===== src/rtl/serial_byte_receiver_if.sv =====
// Signal bundle between the serial byte receiver, the line/strobe source and the word consumer.
// The master side is the receiver; the slave side drives the line and consumes words.
interface serial_byte_receiver_if #(
   parameter int DATA_WIDTH = 8
);
   logic                  SerIn;
   logic                  BitStrobe;
   logic [DATA_WIDTH-1:0] DataOut;
   logic                  Valid;
   logic                  Ready;
   logic                  FrameErr;
   logic                  Overrun;
   logic                  ClearErr;
   logic                  Busy;

   modport master (
      input  SerIn, BitStrobe, Ready, ClearErr,
      output DataOut, Valid, FrameErr, Overrun, Busy
   );

   modport slave (
      output SerIn, BitStrobe, Ready, ClearErr,
      input  DataOut, Valid, FrameErr, Overrun, Busy
   );
endinterface


===== src/rtl/serial_byte_receiver.sv =====
// Receives LSB-first framed serial bytes on an external bit strobe, buffers one word
// behind a valid/ready handshake and reports framing errors and overruns.
module serial_byte_receiver #(
   parameter int DATA_WIDTH = 8
) (
   input  logic                    Clk,
   input  logic                    Reset,
   serial_byte_receiver_if.master  rx
);
   localparam int CW = $clog2(DATA_WIDTH + 1);

   typedef enum logic [1:0] {IDLE, DATA, STOP} state_e;

   state_e                state_q, state_d;
   logic [CW-1:0]         cnt_q, cnt_d;
   logic [DATA_WIDTH-1:0] shreg_q, shreg_d;
   logic [DATA_WIDTH-1:0] data_q, data_d;
   logic                  valid_q, valid_d;
   logic                  ferr_q, ferr_d;
   logic                  ovr_q, ovr_d;

   logic stop_ok, stop_bad, buf_free, accept;

   assign stop_ok  = (state_q == STOP) && rx.BitStrobe && rx.SerIn;
   assign stop_bad = (state_q == STOP) && rx.BitStrobe && !rx.SerIn;
   assign accept   = valid_q && rx.Ready;
   assign buf_free = !valid_q || rx.Ready;

   always_ff @(posedge Clk) begin
      if (Reset) state_q <= IDLE;
      else       state_q <= state_d;
   end

   always_comb begin
      state_d = state_q;
      if (rx.BitStrobe) begin
         case (state_q)
            IDLE:    if (!rx.SerIn) state_d = DATA;
            DATA:    if (cnt_q == CW'(DATA_WIDTH - 1)) state_d = STOP;
            STOP:    state_d = IDLE;
            default: state_d = IDLE;
         endcase
      end
   end

   always_comb begin
      cnt_d   = cnt_q;
      shreg_d = shreg_q;
      data_d  = data_q;
      valid_d = valid_q;
      ovr_d   = ovr_q;
      ferr_d  = stop_bad;
      if (rx.BitStrobe) begin
         case (state_q)
            IDLE: if (!rx.SerIn) cnt_d = '0;
            DATA: begin
               shreg_d = {rx.SerIn, shreg_q[DATA_WIDTH-1:1]};
               cnt_d   = cnt_q + CW'(1);
            end
            default: ;
         endcase
      end
      if (accept)   valid_d = 1'b0;
      if (rx.ClearErr) ovr_d = 1'b0;
      // Commit is evaluated after accept/clear so a same-cycle commit and overrun set win.
      if (stop_ok) begin
         if (buf_free) begin
            data_d  = shreg_q;
            valid_d = 1'b1;
         end else begin
            ovr_d = 1'b1;
         end
      end
   end

   always_ff @(posedge Clk) begin
      if (Reset) begin
         cnt_q   <= '0;
         shreg_q <= '0;
         data_q  <= '0;
         valid_q <= 1'b0;
         ferr_q  <= 1'b0;
         ovr_q   <= 1'b0;
      end else begin
         cnt_q   <= cnt_d;
         shreg_q <= shreg_d;
         data_q  <= data_d;
         valid_q <= valid_d;
         ferr_q  <= ferr_d;
         ovr_q   <= ovr_d;
      end
   end

   always_comb begin
      rx.Busy     = (state_q != IDLE);
      rx.DataOut  = data_q;
      rx.Valid    = valid_q;
      rx.FrameErr = ferr_q;
      rx.Overrun  = ovr_q;
   end
endmodule

===== src/flat_wrapper.sv =====
// flat-port wrapper written by rule: the top's interface ports become plain ports
module serial_byte_receiver_flat 
#(
   parameter int DATA_WIDTH = 8
)
  (Clk, Reset, rx_SerIn, rx_BitStrobe, rx_Ready, rx_ClearErr, rx_DataOut, rx_Valid, rx_FrameErr, rx_Overrun, rx_Busy);
  serial_byte_receiver_if #(.DATA_WIDTH(DATA_WIDTH)) rx_i ();
  input  logic Clk;
  input  logic Reset;
  input wire logic [$bits(rx_i.SerIn)-1:0] rx_SerIn;
  input wire logic [$bits(rx_i.BitStrobe)-1:0] rx_BitStrobe;
  input wire logic [$bits(rx_i.Ready)-1:0] rx_Ready;
  input wire logic [$bits(rx_i.ClearErr)-1:0] rx_ClearErr;
  output wire logic [$bits(rx_i.DataOut)-1:0] rx_DataOut;
  output wire logic [$bits(rx_i.Valid)-1:0] rx_Valid;
  output wire logic [$bits(rx_i.FrameErr)-1:0] rx_FrameErr;
  output wire logic [$bits(rx_i.Overrun)-1:0] rx_Overrun;
  output wire logic [$bits(rx_i.Busy)-1:0] rx_Busy;
  assign rx_i.SerIn = rx_SerIn;
  assign rx_i.BitStrobe = rx_BitStrobe;
  assign rx_i.Ready = rx_Ready;
  assign rx_i.ClearErr = rx_ClearErr;
  assign rx_DataOut = rx_i.DataOut;
  assign rx_Valid = rx_i.Valid;
  assign rx_FrameErr = rx_i.FrameErr;
  assign rx_Overrun = rx_i.Overrun;
  assign rx_Busy = rx_i.Busy;
  serial_byte_receiver #(.DATA_WIDTH(DATA_WIDTH)) u_core (.Clk(Clk), .Reset(Reset), .rx(rx_i));
endmodule

===== config.mk =====
export PLATFORM = sky130hd
export DESIGN_NAME = serial_byte_receiver_flat
export DESIGN_NICKNAME = d
export VERILOG_FILES = /design/src/rtl/serial_byte_receiver_if.sv /design/src/rtl/serial_byte_receiver.sv /design/src/flat_wrapper.sv
export SDC_FILE = /design/constraint.sdc
export NUM_CORES = 1
export LEC_CHECK = 0
export ABC_AREA = 1
export ABC_CLOCK_PERIOD_IN_PS = 1400
export BUFFER_PORTS_ARGS = -buffer_cell sky130_fd_sc_hd__buf_2
export CAP_MARGIN = 0
export CELL_PAD_IN_SITES_DETAIL_PLACEMENT = 0
export CELL_PAD_IN_SITES_GLOBAL_PLACEMENT = 1
export CORE_ASPECT_RATIO = 1.2
export CORE_UTILIZATION = 35
export DETAILED_ROUTE_END_ITERATION = 8
export PLACE_DENSITY = 0.69
export SKIP_CTS_REPAIR_TIMING = 1
export SYNTH_ARGS = -nofsm -noshare
export SYNTH_HDL_FRONTEND = slang
export SYNTH_SLANG_ARGS = --single-unit

===== constraint.sdc =====
create_clock -name Clk -period 1.4 [get_ports Clk]
set_clock_uncertainty 0.05 [all_clocks]
set_input_delay 0.07 -clock Clk [delete_from_list [all_inputs] [get_ports Clk]]
set_output_delay 0.07 -clock Clk [all_outputs]
set_load 0.01 [all_outputs]

; After elaboration in Yosys (flattened, before gate mapping)
; Cells that the tools add are included.
[classes]
n_reduce_logical = 14
add_sub_neg = 1
muxes = 11
n_eq_ne = 5
[op_table]
columns = cell, n
row1 = 4-bit one-hot mux with 2 select lines, 1
row2 = 1-bit two-way mux, 6
row3 = 3-bit AND reduction, 2
row4 = 4-bit by 1-bit adder with 4-bit output (second input constant), 1
row5 = 4-bit by 3-bit == test with 1-bit output (second input constant), 1
row6 = 1-bit logical AND, 4
row7 = 2-bit two-way mux, 2
row8 = 4-bit two-way mux, 1
row9 = 2-bit one-hot mux with 2 select lines, 1
row10 = 2-bit AND reduction, 2
row11 = 2-bit nonzero test, 2
row12 = 2-bit by 1-bit == test with 1-bit output (second input constant), 1
row13 = 2-bit == test (second input constant), 1
row14 = 1-bit zero test, 2
row15 = 2-bit zero test, 1
row16 = 2-bit by 1-bit inequality test with 1-bit output (second input constant), 1
row17 = 2-bit inequality test (second input constant), 1
row18 = 1-bit logical OR, 1
[totals]
inputBits = 6
ff_bits = 25

; Depth between registers and ports, before layout
[logic_depth]
word_depth = 4
mapped_depth = 7
mapped_depth_nobuf = 7

; Least setup slack after synthesis
; Ideal clock, no wire load.
[synth_timing]
path_type = register to register
start = register u_core.valid_q, in the netlist u_core.rx.Valid
end = register u_core.data_q[7], in the netlist u_core.rx.DataOut[7]
t_arrival_ns = 1.018
path_stages_with_launch = 7
n_path_buf = 0
path_slack_ns = 0.265
cell_sequence = dfxtp_1 -> inv_1 -> nor2_1 -> inv_2 -> nand2_1 -> nand2_1 -> a21oi_2
[synth_between]
elab_chain_len = 3
[synth_lines]
columns = item, line_no
row1 = from (decl), serial_byte_receiver.sv:18  ; logic valid_q, valid_d;
row2 = from (signal assigned), serial_byte_receiver.sv:88  ; valid_q <= valid_d;
row3 = 1-bit zero test, serial_byte_receiver.sv:27  ; assign buf_free = !valid_q || rx.Ready;
row4 = 1-bit logical OR, serial_byte_receiver.sv:27
row5 = 2-bit AND reduction (no line), n/a
row6 = to (signal assigned), serial_byte_receiver.sv:87  ; data_q <= data_d;
row7 = to (decl), serial_byte_receiver.sv:17  ; logic [DATA_WIDTH-1:0] data_q, data_d;
; No other way between the ends.
; A chain may end at the register's enable or synchronous reset.

; Final worst setup path
[layout_timing]
start = register u_core.state_q[0]
end = register u_core.shreg_q[1]
[layout_between]
elab_chain_len = 2
[layout_lines]
columns = item, line_no
row1 = from (decl), serial_byte_receiver.sv:14  ; state_e state_q, state_d;
row2 = from (signal assigned), serial_byte_receiver.sv:31  ; else state_q <= state_d;
row3 = 2-bit by 1-bit == test with 1-bit output, serial_byte_receiver.sv:54  ; case (state_q)
row4 = 2-bit AND reduction (no line), n/a
row5 = to (signal assigned), serial_byte_receiver.sv:86  ; shreg_q <= shreg_d;
row6 = to (decl), serial_byte_receiver.sv:16  ; logic [DATA_WIDTH-1:0] shreg_q, shreg_d;
; No other way between the ends.

==> impl_metrics.yaml <==
timing:
  setup_viol: 0
  hold_viol: 0
  period_needed_ns: 1.24
  timing.fmax_mhz: 805
  maxSlewViolCount: 0
  maxSlewHeadroom_pct: 68.6
  worst_slack_ns: 0.157
  grt_setup_unrepaired: "false"
  period_share_pct: 88.8
  tightest_slew_ns: 0.472
  holdWs_ns: 0.0405
  tns_ns: 0
yosys:
  yosysUniqueCellTypes: 19
  synth_warnings: 0
  avgSynthCellArea_um2: 7.69
  synth.net_count: 140
  ys_ff_latch: 25
  syn_area_um2: 1020
  yosysSeqAreaShare_pct: 49.0
  netlist_instances: 133
routing:
  vias: 900
  vias_per_cell: 4.79
  postRouteAntennaNets: 0
  drt_pass1_iterations: 4
  wl_per_cell_um: 10.9
  drtIter0Drc: 5
  drt-total-wl_mm: 2.04
  drc: 0
finish:
  nNetsFinal: 162
  syn_to_final_growth_pct: 17.4
  finalNonFillerCells: 188
  nFillCells: 300
  diodes: 0
  fin_util_pct: 43.1
  drive_gt1_share_pct: 21.4
setup_path:
  path_delay_family: "simple AND/OR/NAND/NOR gates"
  crit_top_cell: "nand2_1"
  crit_required_ns: 1.55
  critical_path_arrival_ns: 1.40
  path_class: "reg -> reg"
  cp-start-kind: "register"
  crit_path_end_kind: "register"
  max_stage_delay_ns: 0.41
  slowest_stage: "dfxtp_1"
  cp_max_fo: 8
  crit_start: "u_core.state_q[0]"
  crit-reg2reg-launch: "u_core.state_q[0]"
  critPathBufInv: 1
  path_cells: "inv_2 -> nor2_4 -> nand2_1 -> nand2_1 -> a21oi_1"
global_route:
  grtUsageTotal_pct: 14.5
  grt_pass1_vias: 800
  grt_max_degree: 26
  antenna_found_initial: 0
  overflow: 0
  grt_pass1_wl_mm: 3.39
pwr:
  pwr-share-clk_pct: 29.0
  power_density_nw_per_um2: 973
  comb_power_share_pct: 8.9
  p_leak_nw: 0.462
  p_sw_uw: 304
  seq_power_share_pct: 62.1
  p_int_uw: 863
  swShare_pct: 26.1
  irDropWorstVdd_mv: 0.449
clock_network:
  cts_htree_levels: 1
  cts.path.max_buffers: 2
  insertion_delay_ns: 0.32
  cts_tree: "yes"
  cts-root-buf: "clkbuf_4"
  clk_pin_slew_worst_paths_ns: 0.14
  cts_sinks: 25
  numCtsBuffers: 3
job:
  drv_cap: 0
placed_design:
  dp.final_hpwl_mm: 1.43
  gp_congestion: 0.751
  preCtsSetupSlack_ns: 0.161
  portBuffers: 17
  dpl.cell_count: 181
status:
  outcome: "finished, final reports clean"
die:
  start_util_pct: 36.7
  core_area_um2: 2790
  die_w_um: 51.3
  die_y_um: 61.2
  ios: 18
  dieArea_um2: 3140
  rows: 21
worst_hold_path:
  hp-class: "in -> reg"
  hp-start: "rx_BitStrobe"
## sequential cells by signal (all words and copies together) (netlist names)
register / flops
u_core.state_q: 2
u_core.shreg_q: 8
u_core.cnt_q: 4
u_core.rx.Valid: 1
u_core.rx.FrameErr: 1
u_core.rx.DataOut: 8
u_core.rx.Overrun: 1
## stage by stage
stage          power, mW  instance area [µm²]
2_1_floorplan      0.809                 1020
3_3_place_gp       0.839                 1140
3_5_place_dp       0.839                 1140
4_1_cts             1.18                 1170
5_1_grt             1.22                 1200
6_report            1.17                 1200
## worst register-to-register path, cell delays in order, from the launching register on
cell     delay (ns)
dfxtp_1        0.41
inv_2          0.10
nor2_4         0.17
nand2_1        0.23
nand2_1        0.11
a21oi_1        0.06
## worst paths after layout
kind                          endpoint  slack (ns)  cells past startpoint
setup / recovery     u_core.shreg_q[1]        0.16                      5
hold / removal      u_core.rx.FrameErr        0.04                      3
setup reg to reg     u_core.shreg_q[1]        0.16                      5
hold reg to reg   u_core.rx.DataOut[2]        0.42                      2
## power by group through the flow
stage	Sequential, mW	Clock, mW	Combinational [mW]
finish	0.725	0.338	0.104
global route	0.726	0.377	0.116
CTS	0.725	0.357	0.0993
detailed placement	0.740	0	0.0992
global placement	0.740	0	0.0990
floorplan	0.739	0	0.0699
## layout by cell type, fill, tap and decap left out, types with 2 or more instances in the layout
cell type / count
nor2_1: 7
nand2_2: 3
dfxtp_1: 25
clkbuf_4: 3
buf_2: 17
nor2_4: 2
inv_2: 2
dlygate4sd3_1: 3
nand2_1: 32
a21oi_1: 22
nand3_1: 23
inv_1: 5
buf_4: 3
## layer usage
metal,routed length [µm],GRT usage (%),vias to the layer above
met3,51,2.22,4
met5,0,0,-
li1,-,-,480
met1,937,16.7,405
met4,34,8.11,0
met2,1020,25.9,11
## synth_stat cells
library cell,number,area (µm²)
inv_1,5,18.8
buf_2,1,5.00
nor2_2,1,6.26
a21oi_2,1,8.76
nand3b_1,1,7.51
buf_4,1,7.51
buf_6,1,11.3
nand2_1,33,124
nor2_1,7,26.3
dfxtp_1,25,500
clkbuf_1,3,11.3
nor2_4,2,22.5
ha_1,1,12.5
inv_2,2,7.51
nand2_2,2,12.5
nor4_1,1,6.26
nand3_1,23,115
xor2_1,1,8.76
a21oi_1,22,110
## cell type report
cell class,count,area (µm²),share of cell area (%)
Sequential cell,25,500,41.7
Multi-Input combinational cell,95,463,38.6
Timing Repair Buffer,23,138,11.5
Tap cell,34,42.5,3.55
Inverter,7,26.3,2.19
Clock buffer,3,22.5,1.88
Clock inverter,1,7.51,0.626
## cells by family after synthesis
family / count (synthesis) / share of synthesized area, %
adders and majority gates: 1 / 1.22
buffers and inverters: 13 / 6.00
xor gates and xnor gates: 1 / 0.857
and+or+nand+nor: 70 / 31.3
AOI/OAI and AO/OA: 23 / 11.6
DFF: 25 / 49.0
Note: power is estimated with default switching activity, not from simulation.
